**config.mk**
```make
export PLATFORM = sky130hd
export DESIGN_NAME = fsmd_muldiv_flat
export DESIGN_NICKNAME = d
export VERILOG_FILES = /design/src/rtl/fsmd_muldiv_if.sv /design/src/rtl/fsmd_muldiv.sv /design/src/flat_wrapper.sv
export SDC_FILE = /design/constraint.sdc
export NUM_CORES = 1
export LEC_CHECK = 0
export ABC_AREA = 1
export BUFFER_PORTS_ARGS = -buffer_cell sky130_fd_sc_hd__buf_2
export CORE_MARGIN = 2
export CORE_UTILIZATION = 45
export DETAILED_ROUTE_END_ITERATION = 12
export PLACE_DENSITY_LB_ADDON = 0.08
export SLEW_MARGIN = 20
export SYNTH_ARGS = -nofsm -noshare
export SYNTH_HDL_FRONTEND = slang
export SYNTH_SLANG_ARGS = --single-unit
```
**constraint.sdc**
```tcl
create_clock -name clk -period 2.5 [get_ports clk]
set_clock_uncertainty 0.2 [all_clocks]
set_input_delay 0.375 -clock clk [delete_from_list [all_inputs] [get_ports clk]]
set_output_delay 0.375 -clock clk [all_outputs]
set_load 0.03 [all_outputs]
```
**src/rtl/fsmd_muldiv_if.sv**
```systemverilog
// Start/done handshake bundle for the fsmd_muldiv shift-add multiplier / restoring divider.
interface fsmd_muldiv_if #(
  parameter int W = 8
);
  // Handshake: start is sampled on a rising edge only while ready=1. mode/xin/yin
  // are captured on that same edge. done is a one-cycle pulse, and res_hi/res_lo/dz
  // are valid in that cycle and hold until the next completion.
  logic         start;
  logic         mode;
  logic [W-1:0] xin;
  logic [W-1:0] yin;
  logic         done;
  logic         idle;
  logic         ready;
  logic [W-1:0] res_hi;
  logic [W-1:0] res_lo;
  logic         dz;
  logic [1:0]   dbg_state;

  modport master (
    output start, mode, xin, yin,
    input  done, idle, ready, res_hi, res_lo, dz, dbg_state
  );

  modport slave (
    input  start, mode, xin, yin,
    output done, idle, ready, res_hi, res_lo, dz, dbg_state
  );
endinterface

```
**src/rtl/fsmd_muldiv.sv**
```systemverilog
// Unsigned W x W multi-cycle FSMD: shift-add multiply or restoring divide, one bit per cycle.
module fsmd_muldiv #(
  parameter int W = 8
) (
  input  logic          clk,
  input  logic          rst,
  fsmd_muldiv_if.slave  bus
);
  localparam int CW = $clog2(W + 1);

  typedef enum logic [1:0] {
    S_IDLE = 2'd0,
    S_CALC = 2'd1,
    S_DONE = 2'd2
  } state_t;

  state_t        r_state;
  state_t        w_state_nxt;
  logic [CW-1:0] r_cnt;
  logic          r_mode;
  logic [W-1:0]  r_y;
  logic [W-1:0]  r_hi;
  logic [W-1:0]  r_lo;
  logic [W-1:0]  r_res_hi;
  logic [W-1:0]  r_res_lo;
  logic          r_dz;

  logic          w_ready;
  logic          w_launch;
  logic          w_div0;
  logic          w_last;
  logic [W:0]    w_sum;
  logic [W:0]    w_shift;
  logic [W+1:0]  w_diff;
  logic [W-1:0]  w_hi_nxt;
  logic [W-1:0]  w_lo_nxt;

  assign w_ready  = (r_state == S_IDLE) || (r_state == S_DONE);
  assign w_launch = w_ready && bus.start;
  assign w_div0   = bus.mode && (bus.yin == '0);
  assign w_last   = (r_state == S_CALC) && (r_cnt == CW'(1));

  // One iteration of either algorithm; {r_hi, r_lo} is the 2W-bit accumulator.
  always_comb begin
    w_sum   = {1'b0, r_hi} + (r_lo[0] ? {1'b0, r_y} : {(W+1){1'b0}});
    w_shift = {r_hi, r_lo[W-1]};
    // Extra top bit so the borrow survives even when the shifted remainder uses W+1 bits.
    w_diff  = {1'b0, w_shift} - {2'b00, r_y};
    if (r_mode) begin
      w_hi_nxt = w_diff[W+1] ? w_shift[W-1:0] : w_diff[W-1:0];
      w_lo_nxt = {r_lo[W-2:0], ~w_diff[W+1]};
    end else begin
      w_hi_nxt = w_sum[W:1];
      w_lo_nxt = {w_sum[0], r_lo[W-1:1]};
    end
  end

  always_comb begin
    w_state_nxt = r_state;
    case (r_state)
      S_IDLE:  if (bus.start) w_state_nxt = w_div0 ? S_DONE : S_CALC;
      S_CALC:  if (r_cnt == CW'(1)) w_state_nxt = S_DONE;
      S_DONE:  begin
        if (bus.start) w_state_nxt = w_div0 ? S_DONE : S_CALC;
        else           w_state_nxt = S_IDLE;
      end
      default: w_state_nxt = S_IDLE;
    endcase
  end

  always_ff @(posedge clk or negedge rst) begin
    if (!rst) r_state <= S_IDLE;
    else      r_state <= w_state_nxt;
  end

  always_ff @(posedge clk or negedge rst) begin
    if (!rst) begin
      r_cnt    <= '0;
      r_mode   <= 1'b0;
      r_y      <= '0;
      r_hi     <= '0;
      r_lo     <= '0;
      r_res_hi <= '0;
      r_res_lo <= '0;
      r_dz     <= 1'b0;
    end else if (w_launch) begin
      r_mode <= bus.mode;
      r_y    <= bus.yin;
      r_hi   <= '0;
      r_lo   <= bus.xin;
      r_cnt  <= CW'(W);
      // Divide-by-zero skips CALC, so its results are published on the capture edge.
      if (w_div0) begin
        r_res_hi <= bus.xin;
        r_res_lo <= '1;
        r_dz     <= 1'b1;
      end
    end else if (r_state == S_CALC) begin
      r_hi  <= w_hi_nxt;
      r_lo  <= w_lo_nxt;
      r_cnt <= r_cnt - CW'(1);
      if (w_last) begin
        r_res_hi <= w_hi_nxt;
        r_res_lo <= w_lo_nxt;
        r_dz     <= 1'b0;
      end
    end
  end

  assign bus.done      = (r_state == S_DONE);
  assign bus.idle      = (r_state == S_IDLE);
  assign bus.ready     = w_ready;
  assign bus.res_hi    = r_res_hi;
  assign bus.res_lo    = r_res_lo;
  assign bus.dz        = r_dz;
  assign bus.dbg_state = r_state;
endmodule
```
**src/flat_wrapper.sv**
```systemverilog
// flat-port wrapper written by rule: the top's interface ports become plain ports
module fsmd_muldiv_flat 
#(
  parameter int W = 8
)
  (clk, rst, bus_start, bus_mode, bus_xin, bus_yin, bus_done, bus_idle, bus_ready, bus_res_hi, bus_res_lo, bus_dz, bus_dbg_state);
  fsmd_muldiv_if #(.W(W)) bus_i ();
  input  logic clk;
  input  logic rst;
  input wire logic [$bits(bus_i.start)-1:0] bus_start;
  input wire logic [$bits(bus_i.mode)-1:0] bus_mode;
  input wire logic [$bits(bus_i.xin)-1:0] bus_xin;
  input wire logic [$bits(bus_i.yin)-1:0] bus_yin;
  output wire logic [$bits(bus_i.done)-1:0] bus_done;
  output wire logic [$bits(bus_i.idle)-1:0] bus_idle;
  output wire logic [$bits(bus_i.ready)-1:0] bus_ready;
  output wire logic [$bits(bus_i.res_hi)-1:0] bus_res_hi;
  output wire logic [$bits(bus_i.res_lo)-1:0] bus_res_lo;
  output wire logic [$bits(bus_i.dz)-1:0] bus_dz;
  output wire logic [$bits(bus_i.dbg_state)-1:0] bus_dbg_state;
  assign bus_i.start = bus_start;
  assign bus_i.mode = bus_mode;
  assign bus_i.xin = bus_xin;
  assign bus_i.yin = bus_yin;
  assign bus_done = bus_i.done;
  assign bus_idle = bus_i.idle;
  assign bus_ready = bus_i.ready;
  assign bus_res_hi = bus_i.res_hi;
  assign bus_res_lo = bus_i.res_lo;
  assign bus_dz = bus_i.dz;
  assign bus_dbg_state = bus_i.dbg_state;
  fsmd_muldiv #(.W(W)) u_core (.clk(clk), .rst(rst), .bus(bus_i));
endmodule
```
==> metrics.csv, run 1 <==
stage,metric,value,unit
status,outcome,finished clean,
sta,fin. max-slew vios,0,
yosys,Most used DFF post-synth,dfrtp_1,
finish,# nets final,525,
cts,CTS sink cnt,48,
grt,largest net degree at the start of global routing,49,
floorplan,Starting Density,46.5,%
critical_path,startpoint types,flip-flop,
pwr,total power,5.67,mW
grt,gr busiest metal,met2,
yosys,Post-Synth Adder-Cell Area,8.45,%
sta,setup ws final,0.215,ns
yosys,cell accounting for the most synthesized area,dfrtp_1,
grt,"Remaining Overflow, GRT",0,
cts,CTS Buf Count,5,
floorplan,Die X,87.5,um
yosys,largest family of logic cells by synthesized area,simple AND/OR/NAND/NOR gates,
critical_path,R2R setup slack,0.22,ns
placement,Post-DP HPWL,6150,um
cts,clock-pin slew on the worst setup and hold paths,0.10,ns
grt,first-pass GRT wire length,13500,um
cts,clk_lat worst skew,0.31,ns
grt,initial antenna violation count,0,
yosys,Mapped Cells,435,
placement,IO Port Bufs,41,
critical_path,Crit. Startpoint,u_core.r_hi[1],
critical_path,worst path required time,2.49,ns
pwr,Worst VDD drop,0.649,mV
routing,routed wire length,8110,um
sta,final setup fails,0,
finish,area grow syn2layout,14.9,%
yosys,Syn Nets,475,
sta,final-report hold violation count,0,
floorplan,I/O pin total,42,
grt,met1 GRT Util,33.9,%
yosys,complex-gate fraction of the synthesized area,13.8,%
floorplan,Die ar.,7660,um2
yosys,Netlist Area Pre-Place,3140,um2
sta,Worst slew margin,57.7,%
floorplan,row cnt,30,
yosys,"EDFF count, synth",0,
pwr,cell leakage power,2.01,nW
cts,htree depth,2,
finish,ratio of cells with drive above 1 in the final layout,17.1,%
finish,number of diodes,0,
floorplan,Core ar.,6760,um2
routing,Residual DRC,0,
sta,unrepaired setup endpoints after global routing,no,
flow_run,Max-Cap Viols,0,
yosys,yosys warns,0,
yosys,"Avg Cell Area, Syn",7.22,um2
placement,pre-CTS setup slack,0.179,ns
yosys,register area share after synthesis,38.3,%
routing,Antenna Violating Nets Remaining,0,
yosys,Yosys top cell area share,38.3,%
min_path,hold_sp,bus_yin[0],
sta,TNS Setup,0,ns
yosys,post-synthesis mux area share,0,%
min_path,hold crit path type,input port to flip-flop,
grt,GRT Overall Usage,22.9,%
yosys,XOR/XNOR share of the synthesized area,1.12,%
cts,CTS tree,built,
routing,DR WL/cell,14.3,um
critical_path,Worst Path Arrival,2.27,ns
sta,post-layout min period,2.28,ns
yosys,"count leader, synth",nand2_1,
placement,GPL Wtd Cong,0.890,
grt,met2 usage,34.5,%
pwr,Cell Pwr Density,1570,nW/um2
sta,final worst-path cycle share,91.4,%
yosys,synth cell count leaders,"nand2_1 (114), inv_1 (70), dfrtp_1 (48)",
cts,Clock Tree Buf Depth,2,
critical_path,Crit. End Element,flip-flop,
critical_path,RR Startpoint,u_core.r_hi[1],
yosys,asr flop ratio synth,100,%
cts,root buf cell,clkbuf_8,
sta,worst-margin pin slew,0.634,ns
floorplan,Die Height,87.5,um
critical_path,crit-path max FO,10,
yosys,"FF+latch count, synth",48,
critical_path,Setup CP Type,flip-flop to flip-flop,
sta,Max Fclk,438,MHz
finish,fillers,675,
routing,Via density,5.15,
grt,global routing usage on met3,3.03,%
yosys,largest cells by area after synthesis,"dfrtp_1 (38%), nand2_1 (14%), inv_1 (8.4%)",
routing,drt first pass iters,4,
yosys,post-synth cell types,34,
grt,vias in the first global route,2721,
routing,via count,2917,
routing,Iter 0 DRT Violations,164,
yosys,Post-Synth Simple-Gate Area,27.9,%
placed cells by master, fill, tap and decap left out, types with 2 or more instances in the layout:
cell / count
a21oi_1: 20
a21oi_2: 2
ha_1: 18
o22ai_1: 3
nand3_4: 2
fa_1: 2
or2_2: 2
nor2_1: 34
a21o_1: 2
nand2_2: 4
o21ai_2: 2
o21ai_0: 38
buf_2: 41
o21ai_1: 6
nand4_1: 9
xor2_1: 2
o211ai_1: 3
nand3_1: 28
inv_2: 2
nor2_4: 2
nand2_1: 113
clkbuf_8: 6
xnor2_1: 2
inv_1: 70
dfrtp_1: 47
buf_4: 14
metal layers:
layer,wire [um],vias up
met4,127,0
met3,400,7
met2,3600,77
li1,-,1481
met5,0,-
met1,3990,1352
path summary, 6_finish.rpt:
kind                                        endpoint  cells after the start
max in group asynchronous             u_core.r_lo[0]                      3
worst min-delay path                   u_core.r_y[0]                      3
worst min register to register  u_core.bus.res_lo[3]                      2
worst max-delay path            u_core.bus.res_hi[2]                     11
worst max register to register  u_core.bus.res_hi[2]                     11
min in group asynchronous              u_core.r_mode                      3
kinds of logic (layout without fill, tap and decap cells):
logic type               Yosys count  count (layout)
AND/OR/NAND/NOR                  199             199
adder cells (fa/ha/maj)           20              20
buffers and inverters             86             137
flip-flops                        48              48
XOR/XNOR                           4               4
AO/OA/AOI/OAI                     78              78
worst max-delay path, stage by stage (launching register included):
cell	delay (ns)
dfrtp_1	0.45
ha_1	0.40
nand2_1	0.10
nand2_1	0.06
nand2_1	0.06
nand2_1	0.06
nand2_2	0.15
nand3_4	0.16
nand2_1	0.10
nand3_1	0.08
o211ai_1	0.23
a21oi_1	0.11
through the flow:
stage               utilization [%]  instance area [um2]  hold slack, ns  std cells
global placement               51.6                 3480           0.260        556
CTS                            53.1                 3590          0.0677        565
finish                         53.4                 3610          0.0766        566
global route                   53.4                 3610          0.0892        566
floorplan                         -                 3140          -0.121        435
detailed placement             51.6                 3480           0.261        556
where the power goes:
part	leakage [nW]	switching, mW	internal (mW)
clock	0.0516	0.292	0.227
combinational	1.37	2.46	1.29
sequential	0.587	0.242	1.16
total	2.01	2.99	2.68
area by class of cell:
cell class	instances	area [um2]	area share [%]
inverters	73	274	7.60
multi-input cells	301	1610	44.7
well taps	80	100	2.78
clock inverters	2	13.8	0.382
repair buffers	56	320	8.88
clock buffers	6	82.6	2.29
flip-flops and latches	48	1200	33.3
registers in the layout, summed over array words and instances (netlist names):
| name | flops |
|---|---|
| u_core.r_mode | 1 |
| u_core.bus.dz | 1 |
| u_core.bus.dbg_state | 2 |
| u_core.r_y | 8 |
| u_core.bus.res_hi | 8 |
| u_core.r_lo | 8 |
| u_core.r_hi | 8 |
| u_core.bus.res_lo | 8 |
| u_core.r_cnt | 4 |
repair_timing:
item	4_1_cts	5_1_grt
setup endpoints to repair	0	4
endpoints found under the hold margin	48	0
gates resized for setup	0	3
hold buffers	1	0
buffers inserted	0	1
No activity file was read; power rests on OpenSTA's default activity.
==> inputs of run 2 (changes only) <==
Settings changed: ABC_AREA 1 to unset.
==> metrics.csv, run 2 <==
stage,metric,value,unit
pwr,Cell Pwr Density,1690,nW/um2
floorplan,Die Height,85.4,um
flow_run,Max-Cap Viols,0,
sta,post-layout min period,2.51,ns
routing,Residual DRC,0,
placement,pre-CTS setup slack,-0.0515,ns
yosys,yosys warns,0,
grt,"Remaining Overflow, GRT",0,
placement,Post-DP HPWL,6240,um
yosys,Syn Nets,375,
floorplan,Starting Density,46.7,%
placement,IO Port Bufs,41,
grt,vias in the first global route,2695,
critical_path,Crit. Startpoint,u_core.r_lo[0],
critical_path,RR Startpoint,u_core.r_lo[0],
sta,worst-margin pin slew,0.624,ns
yosys,"EDFF count, synth",0,
cts,CTS Buf Count,5,
routing,Antenna Violating Nets Remaining,0,
routing,drt first pass iters,4,
status,outcome,"complete, but fails checks",
sta,Max Fclk,398,MHz
finish,fin area,3820,um2
floorplan,Die ar.,7290,um2
critical_path,Worst Path Arrival,2.53,ns
yosys,Mapped Cells,335,
sta,fin. max-slew vios,0,
routing,via count,2727,
grt,first-pass GRT wire length,13500,um
cts,CTS tree,built,
critical_path,crit-path max FO,5,
floorplan,row cnt,29,
yosys,Netlist Area Pre-Place,2980,um2
finish,"commonest non-fill, non-tap cells in the layout","dfrtp_1 (46), buf_2 (41), nand2_1 (39)",
floorplan,Core ar.,6390,um2
sta,unrepaired setup endpoints after global routing,yes,
finish,number of diodes,0,
min_path,hold_sp,bus_yin[6],
yosys,largest cells by area after synthesis,"dfrtp_1 (40%), ha_1 (7.6%), o21ai_0 (5.2%)",
finish,area grow syn2layout,28.3,%
yosys,Most used DFF post-synth,dfrtp_1,
finish,ratio of cells with drive above 1 in the final layout,31.4,%
sta,final-report hold violation count,0,
yosys,cell accounting for the most synthesized area,dfrtp_1,
yosys,asr flop ratio synth,100,%
cts,root buf cell,clkbuf_8,
cts,clock-pin slew on the worst setup and hold paths,0.09,ns
sta,hold slack,0.0849,ns
critical_path,Setup CP Type,flip-flop to flip-flop,
critical_path,Crit. End Element,flip-flop,
floorplan,I/O pin total,42,
sta,TNS Setup,-0.0116,ns
placement,Placed Cells,474,
yosys,synth cell count leaders,"dfrtp_1 (48), nand2_1 (39), nor2_1 (34)",
grt,initial antenna violation count,0,
placement,GPL Wtd Cong,0.946,
yosys,Yosys top cell area share,40.3,%
floorplan,Die X,85.4,um
yosys,"count leader, synth",dfrtp_1,
finish,"most common cell after layout, fill and taps aside",dfrtp_1,
yosys,post-synth cell types,55,
grt,largest net degree at the start of global routing,49,
grt,GRT Overall Usage,23.7,%
sta,setup ws final,-0.0116,ns
cts,htree depth,2,
pwr,Worst VDD drop,0.758,mV
cts,Clock Tree Buf Depth,2,
routing,Via density,5.59,
status,failing checks,setup timing,
sta,final setup fails,1,
yosys,"FF+latch count, synth",48,
routing,DR WL/cell,16.9,um
sta,Worst slew margin,58.4,%
finish,non-filler instance count after layout,488,
finish,# nets final,450,
critical_path,worst path required time,2.52,ns
routing,Iter 0 DRT Violations,150,
pwr,cell leakage power,1.75,nW
min_path,hold crit path type,input port to flip-flop,
critical_path,startpoint types,flip-flop,
yosys,register area share after synthesis,40.3,%
cts,clk_lat worst skew,0.30,ns
placement,Area after DPL,3500,um2
cts,CTS sink cnt,48,
routing,routed wire length,8260,um
yosys,"Avg Cell Area, Syn",8.90,um2
sta,final worst-path cycle share,100,%
run 2: critical path: stages (launching register included):
cell	delay, ns
dfrtp_1	0.41
and2_4	0.17
ha_4	0.12
inv_2	0.04
fa_2	0.39
nor2b_2	0.15
o31a_1	0.20
o31a_1	0.21
o21ai_1	0.07
a22o_1	0.23
a221oi_2	0.23
run 2: where the power goes:
group / switching (mW) / internal (mW)
clock: 0.261 / 0.297
sequential: 0.347 / 1.17
combinational: 2.43 / 1.94
total: 3.04 / 3.40
run 2: stage by stage:
| step | total power, mW | utilization (%) |
|---|---|---|
| after global routing | 7.00 | 59.9 |
| after global placement | 5.30 | 54.8 |
| after detailed placement | 5.37 | 54.8 |
| after floorplan | 4.03 | - |
| after CTS | 6.08 | 57.4 |
| final | 6.45 | 59.9 |
run 2: repair_timing:
action                                  4_1_cts  5_1_grt
endpoints found under the hold margin        38        0
resized for setup                             6       30
setup buffers                                 2        3
endpoints found under the setup margin        5       15
pin swaps                                     3       17
hold buffers                                  1        0
run 2: cell type report:
cell class	instances	area, um2
clock inverters	2	35.0
fillers	572	2560
repair buffers	81	528
flip-flops and latches	48	1200
multi-input cells	254	1810
inverters	20	75.1
well taps	77	96.3
clock buffers	6	72.6
run 2: cell families (layout without fill, tap and decap cells):
family	Yosys count	in the layout	synth area share [%]
muxes	8	8	2.69
and+or+nand+nor	111	111	17.4
xor gates and xnor gates	7	7	2.06
adders and majority gates	20	20	8.90
buffers and inverters	33	109	4.37
AOI/OAI and AO/OA	108	108	24.3
DFF	48	48	40.3
run 2: metal layers:
layer / up-vias / part of all wire [%] / global-route usage (%)
met2: 68 / 48 / 39.1
li1: 1343 / - / -
met1: 1303 / 45 / 32.2
met5: - / 0 / 0
met4: 0 / 1.9 / 7.50
met3: 13 / 4.6 / 3.40
run 2: path summary, 6_finish.rpt:
kind | cells after the start | slack, ns | endpoint
hold / removal | 3 | 0.08 | u_core.r_y[6]
setup reg to reg | 10 | -0.01 | u_core.bus.res_hi[7]
setup / recovery | 10 | -0.01 | u_core.bus.res_hi[7]
min in group asynchronous | 3 | 0.49 | u_core.r_y[3]
max in group asynchronous | 3 | 1.15 | u_core.r_hi[0]
hold reg to reg | 2 | 0.29 | u_core.bus.dz
==> inputs of run 3 (changes only) <==
Settings changed: SKIP_CTS_REPAIR_TIMING set to 1.
==> metrics.csv, run 3 (same netlist as run 2, synthesis figures left out) <==
stage,metric,value,unit
placement,Post-DP HPWL,6240,um
flow_run,Max-Cap Viols,0,
cts,CTS Buf Count,5,
cts,CTS tree,built,
floorplan,I/O pin total,42,
cts,clock-pin slew on the worst setup and hold paths,0.09,ns
status,failing checks,"hold timing, setup timing",
routing,Antenna Violating Nets Remaining,0,
critical_path,Worst setup endpoint,u_core.bus.res_hi[5],
grt,first-pass GRT wire length,13300,um
critical_path,Worst Path Arrival,2.55,ns
finish,area grow syn2layout,27.3,%
critical_path,crit-path max FO,5,
finish,number of diodes,0,
finish,"most common cell after layout, fill and taps aside",dfrtp_1,
pwr,Worst VDD drop,0.751,mV
grt,GRT Overall Usage,23.4,%
floorplan,row cnt,29,
sta,Max Fclk,393,MHz
critical_path,R2R setup slack,-0.04,ns
grt,"Remaining Overflow, GRT",0,
grt,largest net degree at the start of global routing,49,
critical_path,Setup CP Type,flip-flop to flip-flop,
sta,setup ws final,-0.0423,ns
finish,ratio of cells with drive above 1 in the final layout,31.1,%
critical_path,Crit. End Element,flip-flop,
routing,DR WL/cell,17.0,um
floorplan,Die X,85.4,um
critical_path,R2R depth,10,
sta,unrepaired setup endpoints after global routing,yes,
floorplan,Core ar.,6390,um2
routing,Via density,5.60,
finish,"commonest non-fill, non-tap cells in the layout","dfrtp_1 (46), buf_2 (41), nand2_1 (39)",
placement,pre-CTS setup slack,-0.0515,ns
routing,via count,2733,
sta,fin. max-slew vios,0,
routing,Residual DRC,0,
routing,Iter 0 DRT Violations,201,
finish,utilization after layout,59.4,%
sta,post-layout min period,2.54,ns
critical_path,worst path required time,2.51,ns
critical_path,startpoint types,flip-flop,
status,outcome,"complete, but fails checks",
pwr,total power,6.42,mW
critical_path,Crit. Startpoint,u_core.r_lo[0],
cts,CTS sink cnt,48,
critical_path,RR Startpoint,u_core.r_lo[0],
floorplan,Die ar.,7290,um2
sta,worst-margin pin slew,0.626,ns
cts,clk_lat worst skew,0.30,ns
sta,Worst slew margin,58.3,%
critical_path,R2R Path End,u_core.bus.res_hi[5],
pwr,cell leakage power,1.74,nW
sta,final setup fails,2,
finish,# nets final,450,
sta,final-report hold violation count,48,
min_path,hold crit path type,input port to asynchronous set/reset pin,
floorplan,Die Height,85.4,um
placement,IO Port Bufs,41,
pwr,Cell Pwr Density,1690,nW/um2
sta,hold slack,-0.0507,ns
placement,GPL Wtd Cong,0.946,
routing,drt first pass iters,4,
cts,Clock Tree Buf Depth,2,
routing,routed wire length,8290,um
floorplan,Starting Density,46.7,%
sta,final worst-path cycle share,102,%
cts,root buf cell,clkbuf_8,
cts,htree depth,2,
grt,initial antenna violation count,0,
grt,vias in the first global route,2655,
-- run 3: changes by cell type in the layout (fill, tap and decap cells not counted), moves of 2 or more --
cell / before / now
buf_4: 36 / 38
ha_2: 0 / 2
o21ai_1: 7 / 9
o21ai_2: 2 / 0
-- run 3: metal layers --
| layer | up-vias | wire length (um) | global-route usage (%) |
|---|---|---|---|
| li1 | 1352 | - | - |
| met1 | 1304 | 3730 | 32.0 |
| met2 | 68 | 4040 | 39.4 |
| met3 | 9 | 391 | 3.11 |
| met4 | 0 | 121 | 5.92 |
| met5 | - | 0 | 0 |
-- run 3: where the power goes --
group	total, mW	internal, mW	leakage, nW	switching, mW
clock network	0.560	0.297	0.0552	0.263
registers	1.51	1.17	0.579	0.344
logic	4.35	1.94	1.11	2.41
total	6.42	3.40	1.74	3.02
-- run 3: cell type report --
type	count	area, um2
repair buffers	81	522
inverters	20	75.1
clock buffers	6	72.6
clock inverters	2	35.0
well taps	77	96.3
flip-flops and latches	48	1200
multi-input cells	254	1790
fillers	573	2590
-- run 3: worst min path at each step --
stage / cells past startpoint / slack [ns] / end / start
2_1_floorplan: 0 / -0.12 / u_core.bus.dbg_state[0] / rst
3_3_place_gp: 2 / 0.26 / u_core.bus.dz / u_core.bus.dz
3_5_place_dp: 2 / 0.26 / u_core.bus.dz / u_core.bus.dz
4_1_cts: 2 / -0.01 / u_core.r_cnt[2] / rst
5_1_grt: 2 / 0.02 / u_core.r_y[3] / rst
6_report: 2 / -0.05 / u_core.r_y[3] / rst
-- run 3: critical path: stages (launching register included) --
cell	delay, ns
dfrtp_1	0.43
and2_4	0.18
ha_4	0.15
inv_2	0.06
fa_2	0.21
nor2b_2	0.06
o31a_1	0.31
o31a_1	0.34
a211oi_2	0.18
a21oi_2	0.07
a221oi_2	0.26
-- run 3: per-stage QoR --
step / instance area, um2 / cells / setup TNS (ns) / hold slack (ns)
CTS: 3600 / 482 / -0.187 / -0.0101
floorplan: 2980 / 335 / 0 / -0.121
global route: 3790 / 488 / -0.507 / 0.0152
detailed placement: 3500 / 474 / -0.115 / 0.263
global placement: 3500 / 474 / -0.0204 / 0.262
finish: 3790 / 488 / -0.0811 / -0.0507
